[config.mk]
export PLATFORM = sky130hd
export DESIGN_NAME = fpu_issue_ctrl
export DESIGN_NICKNAME = d
export VERILOG_FILES = /design/src/rtl/fpu_issue_ctrl.sv
export SDC_FILE = /design/constraint.sdc
export NUM_CORES = 1
export LEC_CHECK = 0
export BUFFER_PORTS_ARGS = -buffer_cell sky130_fd_sc_hd__buf_2
export CELL_PAD_IN_SITES_DETAIL_PLACEMENT = 0
export CELL_PAD_IN_SITES_GLOBAL_PLACEMENT = 1
export CORE_MARGIN = 5
export CORE_UTILIZATION = 33
export DETAILED_ROUTE_END_ITERATION = 10
export PLACE_DENSITY_LB_ADDON = 0.1
export SYNTH_ARGS = -nofsm -noshare
export SYNTH_HDL_FRONTEND = slang
export SYNTH_SLANG_ARGS = --single-unit
[constraint.sdc]
create_clock -name clk -period 4.5 [get_ports clk]
set_clock_uncertainty 0.15 [all_clocks]
set_input_delay 0.225 -clock clk [delete_from_list [all_inputs] [get_ports clk]]
set_output_delay 0.225 -clock clk [all_outputs]
set_load 0.05 [all_outputs]
[src/rtl/fpu_issue_ctrl.sv]
// fpu_issue_ctrl: round-robin two-requester issue/sequencing controller for the mor1kx FPU.
// Optional FPU_ISSUE_WDOG_EN adds a WAIT/DRAIN watchdog with a sticky err flag.
module fpu_issue_ctrl #(
  parameter int OP_W     = 8,
  parameter int RM_W     = 2,
  parameter int CSR_W    = 12,
  parameter int CMP_BIT  = 3,
  parameter int WDOG_MAX = 64
) (
  input  logic             clk,
  input  logic             reset_n,
  input  logic             req0_valid,
  output logic             req0_ready,
  input  logic [31:0]      req0_opa,
  input  logic [31:0]      req0_opb,
  input  logic [OP_W-1:0]  req0_op,
  input  logic [RM_W-1:0]  req0_rm,
  input  logic             req1_valid,
  output logic             req1_ready,
  input  logic [31:0]      req1_opa,
  input  logic [31:0]      req1_opb,
  input  logic [OP_W-1:0]  req1_op,
  input  logic [RM_W-1:0]  req1_rm,
  output logic             rsp_valid,
  input  logic             rsp_ready,
  output logic             rsp_id,
  output logic [31:0]      rsp_result,
  output logic             rsp_cmp,
  output logic [CSR_W-1:0] rsp_flags,
  output logic             fpu_flush,
  output logic             fpu_decode,
  output logic             fpu_execute,
  output logic [OP_W-1:0]  fpu_op,
  output logic [RM_W-1:0]  fpu_rm,
  output logic [31:0]      fpu_opa,
  output logic [31:0]      fpu_opb,
  input  logic [31:0]      fpu_out,
  input  logic             fpu_valid_arith,
  input  logic             fpu_cmp,
  input  logic             fpu_valid_cmp,
  input  logic [CSR_W-1:0] fpu_fpcsr,
  output logic             busy,
  output logic             err
);
  typedef enum logic [2:0] {IDLE, DECODE, EXEC, WAIT, RESP, FLUSH, DRAIN} state_t;
  state_t            state_q, state_d;
  logic              prio_q, prio_d, id_q, id_d, cmp_q, cmp_d;
  logic [OP_W-1:0]   op_q, op_d;
  logic [RM_W-1:0]   rm_q, rm_d;
  logic [31:0]       opa_q, opa_d, opb_q, opb_d, res_q, res_d;
  logic [CSR_W-1:0]  flags_q, flags_d;
  logic              gnt0, gnt1, fire, drained, wdog_wait, wdog_drain;
  // prio_q=1 means req1 wins a tie; every grant hands priority to the other side
  assign gnt0 = state_q == IDLE && req0_valid && (!req1_valid || !prio_q);
  assign gnt1 = state_q == IDLE && req1_valid && (!req0_valid || prio_q);
  assign fire = op_q[CMP_BIT] ? fpu_valid_cmp : fpu_valid_arith;
  assign drained = fpu_out == '0 && !fpu_valid_arith && !fpu_valid_cmp;
  assign req0_ready = gnt0;
  assign req1_ready = gnt1;
  assign rsp_valid = state_q == RESP;
  assign rsp_id = id_q;
  assign rsp_result = res_q;
  assign rsp_cmp = cmp_q;
  assign rsp_flags = flags_q;
  assign fpu_decode = state_q == DECODE;
  assign fpu_execute = state_q == EXEC;
  assign fpu_flush = state_q == FLUSH;
  assign fpu_op = op_q;
  assign fpu_rm = rm_q;
  assign fpu_opa = opa_q;
  assign fpu_opb = opb_q;
  assign busy = state_q != IDLE;
  always_comb begin
    state_d = state_q;
    prio_d = prio_q;
    id_d = id_q;
    op_d = op_q;
    rm_d = rm_q;
    opa_d = opa_q;
    opb_d = opb_q;
    res_d = res_q;
    cmp_d = cmp_q;
    flags_d = flags_q;
    case (state_q)
      IDLE: if (gnt0 || gnt1) begin
        state_d = DECODE;
        id_d = gnt1;
        prio_d = !gnt1;
        op_d = gnt1 ? req1_op : req0_op;
        rm_d = gnt1 ? req1_rm : req0_rm;
        opa_d = gnt1 ? req1_opa : req0_opa;
        opb_d = gnt1 ? req1_opb : req0_opb;
      end
      DECODE: state_d = EXEC;
      EXEC: state_d = WAIT;
      WAIT: if (fire) begin
        state_d = RESP;
        res_d = fpu_out;
        cmp_d = fpu_cmp;
        flags_d = fpu_fpcsr;
      end else if (wdog_wait) begin
        state_d = RESP;
        res_d = '1;
        cmp_d = 1'b0;
        flags_d = '0;
      end
      RESP: state_d = rsp_ready ? FLUSH : RESP;
      FLUSH: state_d = DRAIN;
      DRAIN: state_d = (drained || wdog_drain) ? IDLE : DRAIN;
      default: state_d = IDLE;
    endcase
  end
  always_ff @(posedge clk) begin
    if (!reset_n) begin
      state_q <= IDLE;
      prio_q <= 1'b0;
      id_q <= 1'b0;
      op_q <= '0;
      rm_q <= '0;
      opa_q <= '0;
      opb_q <= '0;
      res_q <= '0;
      cmp_q <= 1'b0;
      flags_q <= '0;
    end else begin
      state_q <= state_d;
      prio_q <= prio_d;
      id_q <= id_d;
      op_q <= op_d;
      rm_q <= rm_d;
      opa_q <= opa_d;
      opb_q <= opb_d;
      res_q <= res_d;
      cmp_q <= cmp_d;
      flags_q <= flags_d;
    end
  end
`ifdef FPU_ISSUE_WDOG_EN
  localparam int CW = $clog2(WDOG_MAX + 1);
  logic [CW-1:0] cnt_q, cnt_d;
  logic          err_q, err_d;
  // counter restarts on every state change and only advances while waiting on the FPU
  assign wdog_wait = state_q == WAIT && cnt_q == CW'(WDOG_MAX - 1);
  assign wdog_drain = state_q == DRAIN && cnt_q == CW'(WDOG_MAX - 1);
  assign err = err_q;
  always_comb begin
    cnt_d = state_d != state_q ? '0 : (state_q == WAIT || state_q == DRAIN) ? cnt_q + 1'b1 : cnt_q;
    err_d = err_q || wdog_wait || wdog_drain;
  end
  always_ff @(posedge clk) begin
    if (!reset_n) begin
      cnt_q <= '0;
      err_q <= 1'b0;
    end else begin
      cnt_q <= cnt_d;
      err_q <= err_d;
    end
  end
`else
  assign wdog_wait = 1'b0;
  assign wdog_drain = 1'b0;
  // always false; keeps WDOG_MAX referenced when the watchdog is compiled out
  assign err = WDOG_MAX < 0;
`endif
endmodule

Yosys cells after proc, flatten, opt, wreduce, memory -nomap -nowiden --
Index checks and enable logic that the tools add are counted.
Operators by class: eq/ne operators 8, muxes and demuxes 10, reduce and logical (&&, ||, !) cells 21
Operators by type and width (count):
- $mux W32 | 2
- $logic_not A32 Y1 | 1
- $pmux W3 S7 | 1
- $eq A3 B3 Y1 const B | 3
- $mux W3 | 3
- $mux W8 | 1
- $eq A3 B2 Y1 const B | 2
- $logic_and A1 B1 Y1 | 6
- $logic_not A1 Y1 | 6
- $reduce_and A2 Y1 | 3
- $eq A3 B1 Y1 const B | 1
- $logic_not A3 Y1 | 1
- $logic_or A1 B1 Y1 | 3
- $reduce_bool A3 Y1 | 1
- $mux W1 | 2
- $mux W2 | 1
- $ne A2 B1 Y1 const B | 1
- $ne A2 B2 Y1 const B | 1
Word-level totals: flip-flop bits (word level) 124, output and inout port bits 128, word-level logic and storage cells 49

Depth between registers and ports, before layout --
depth in word-level cells 6, gate-level depth with buffers 8

Worst setup path after synthesis --
Ideal clock, no wire load.
path type reg-to-output, from register state_q[0], to output port fpu_decode, arrival time 1.623 ns, setup slack 2.502 ns, cell stages (with the launch flop) 4, path buffers 1, cells stage by stage dfxtp_1 > buf_2 > inv_1 > nor3_1
Between the ends: longest elaborated chain between the ends 1
RTL lines:
- from (decl) | RTL line 46 | state_t state_q, state_d;
- from (signal assigned) | RTL line 126 | state_q <= state_d;
- $eq A3 B1 Y1 | RTL line 65 | assign fpu_decode = state_q == DECODE;
- to (decl) | RTL line 31 | output logic fpu_decode,
No other way between the ends.

Final worst setup path --
from register state_q[2], to register opa_q[7], in the netlist fpu_opa[7]
Between the ends: longest elaborated chain between the ends 5, elaborated cells between the ends (all ways) 8
RTL lines:
- $logic_not A3 Y1 * | RTL line 54, 55, 84
- $logic_and A1 B1 Y1 (on tied branches) (2 in series) | RTL line 54, 55
- $logic_or A1 B1 Y1 | RTL line 85 | IDLE: if (gnt0 || gnt1) begin
- $reduce_and A2 Y1 (no source line)
- to (signal assigned) | RTL line 131 | opa_q <= opa_d;
- to (decl) | RTL line 50 | logic [31:0] opa_q, opa_d, opb_q, opb_d, res_q, res_d;
Every way passes the cells marked *; elsewhere a longest branch is shown, timed or not. A chain may end at the register's enable or synchronous reset.

==> reports/results.ini <==
[clock_network]
tritoncts = yes
cts_sinks = 124
post_cts_buffers = 0
htreeDepth = 4
path_clk_slew_ns = 0.05
clkLatencyLatePin_ns = 0.40
cts_root_buf = clkbuf_16
cts_made_buffers = 17
clock_path_buffers = 2

[hold_path]
holdCritPathClass = input pin to flop

[yosys]
yosysWarnings = 0
netlist.top_cell.by_area = dfxtp_1
synthCells = 580
syn_area_um2 = 5459
synth_top_area_share_pct = 45.47
ys_ff_latch = 124
ys_seq_area_share_pct = 45.47
synth.avg_cell_area_um2 = 9.412
syn_nets = 780
yosysUniqueCellTypes = 34
synthTopCellsByArea = dfxtp_1 (45%), nand2_1 (11%), a21boi_1 (9.6%)

[pwr]
seq_power_share_pct = 31.9
switching_share_pct = 32.84
p_leak_nw = 4.096
p_sw_mw = 1.300
ir_drop_mv = 0.2580
power.internal_mw = 2.659
clkPwrFrac_pct = 36.6
p_per_area_nw_per_um2 = 410.9
pwr-share-comb_pct = 31.5
power_mw = 3.959

[final_layout]
drive_gt1_share_pct = 39.24
mostFrequentLayoutCell = buf_2
syn_to_final_growth_pct = 76.51
multi_input_area_um2 = 2638
final_cell_mix = buf_2 (326), dlygate4sd3_1 (192), nand2_1 (167), dfxtp_1 (124), a21boi_1 (70)
ff_latch_area_um2 = 2482
final_area_um2 = 9635
final_nets = 1271
final_cells = 1306
num-fill-cells = 1455

[route]
drt_iter0_drc = 208
vias = 6128
postRouteWirelength_mm = 20.63
postRouteAntennaNets = 0
drc = 0
first_pass_iters = 4
drt-wirelength-per-cell_um = 15.80
vias_per_cell = 4.692

[sta]
rsz0062_at_grt = no
hold_viol = 0
relSlewSlack_pct = 31.17
holdWs_ns = 0.03189
tightest_slew_ns = 1.032
period_share_pct = 65.05
setup_viol = 0
max_freq_mhz = 341.6
setup_tns_ns = 0
fin_crit_ns = 2.927
drv_slew = 0

[floorplan]
coreArea_um2 = 16410
io_pins = 328
die_h_um = 138.6
dieArea_um2 = 19210
rows = 47
initial_utilization_pct = 33.27
die_w_um = 138.6

[setup_path]
critPathCaptureType = flop
crit_arrival_ns = 3.11
path_cells = nor3_4, and3_4, a22oi_1, dlygate4sd3_1, a21boi_0
path_max_fanout = 77
cp_slowest_cell = and3_4
crit_path_start_kind = flop
critPathMaxStageDelay_ns = 0.91
cp_data_required_time_ns = 4.68
path_class = flop to flop

[grt]
grt_max_degree = 78
grt_pass1_vias = 6433
grt_overflow = 0
grt_pass1_wl_mm = 33.04
grt_usage_pct = 20.98
antenna_found_initial = 3

[placement]
dp_hpwl_mm = 13.89
io_buffers = 326
post_dp_cell_area_um2 = 7079
place_congestion = 0.8411
dp.cells = 1080

[status]
status = complete, no violations

[job]
drv_cap = 0

-- per-stage QoR --
stage / util, % / worst slack (ns)
finish: 58.73 / 1.573
global route: 58.73 / 1.358
CTS: 58.68 / 1.581
detailed placement: 43.15 / 2.006
global placement: 43.15 / 2.080
floorplan: - / 2.502
-- synthesized netlist by cell type (all sizes together) --
master,count
clkbuf,18
nor4,8
nor2b,2
o21a,2
a211oi,1
o311ai,1
a22oi,74
nand2b,1
and3,2
conb,1
mux2i,1
a21boi,120
a21oi,3
nand3,1
nor3,7
inv,4
buf,33
or3,1
a32o,1
mux2,1
dfxtp,124
nand2,167
nand4,1
o21ai,3
nor2,2
o311a,1
-- sequential cells by signal, summed over array words and instances (netlist names) --
register and cells:
fpu_op 8, fpu_opa 32, fpu_opb 32, fpu_rm 2, prio_q 1, rsp_cmp 1
rsp_flags 12, rsp_id 1, rsp_result 32, state_q 3
-- layer usage --
| layer | wire, um | GRT usage (%) | vias to the layer above |
|---|---|---|---|
| met1 | 7880 | 22.37 | 2844 |
| li1 | - | - | 3014 |
| met4 | 535 | 8.805 | 0 |
| met3 | 1598 | 7.724 | 40 |
| met2 | 10620 | 37.41 | 230 |
| met5 | 0 | 0 | - |
-- timing repair --
action                    CTS  global route
hold endpoints to repair  119             0
hold buffers              192             0
resized for setup           0             0
-- worst paths after layout --
path,start,end,slack (ns),cells past startpoint
worst max-delay path,state_q[2],fpu_opa[7],1.57,5
worst min-delay path,req1_opa[10],fpu_opa[10],0.03,3
worst max register to register,state_q[2],fpu_opa[7],1.57,5
worst min register to register,rsp_result[27],rsp_result[27],0.30,2
-- cell type report --
cell class / instances / share of cell area [%]
clock buffer: 24 / 5.103
multi-input combinational: 401 / 27.37
sequential: 124 / 25.76
clock inverter: 7 / 1.402
tap: 220 / 2.857
timing repair buffer: 523 / 37.27
antenna: 3 / 0.07791
inverter: 4 / 0.1558
-- power by group through the flow --
| stage | combinational (mW) | clock [mW] | sequential (mW) |
|---|---|---|---|
| global route | 1.33 | 1.53 | 1.28 |
| finish | 1.25 | 1.45 | 1.26 |
| CTS | 1.25 | 1.49 | 1.26 |
| floorplan | 0.420 | 0 | 1.62 |
| global placement | 1.02 | 0 | 1.28 |
| detailed placement | 1.03 | 0 | 1.29 |
-- kinds of logic (layout without fill, tap and decap cells) --
| group | count (synthesis) | in the layout | share of synthesized area, % |
|---|---|---|---|
| AOI/OAI and AO/OA | 206 | 206 | 32.98 |
| buffers and inverters | 55 | 558 | 6.601 |
| DFF | 124 | 124 | 45.47 |
| muxes | 2 | 2 | 0.3896 |
| other | 1 | 4 | 0.06869 |
| and+or+nand+nor | 192 | 192 | 14.49 |
-- critical path, delay by kind of cell (launching register included) --
| family | cells | cell delay (ns) |
|---|---|---|
| buffers and inverters | 1 | 0.63 |
| flip-flops | 1 | 0.42 |
| AO/OA/AOI/OAI | 2 | 0.36 |
| AND/OR/NAND/NOR | 2 | 1.23 |
Power figures use the tool's default switching activity.
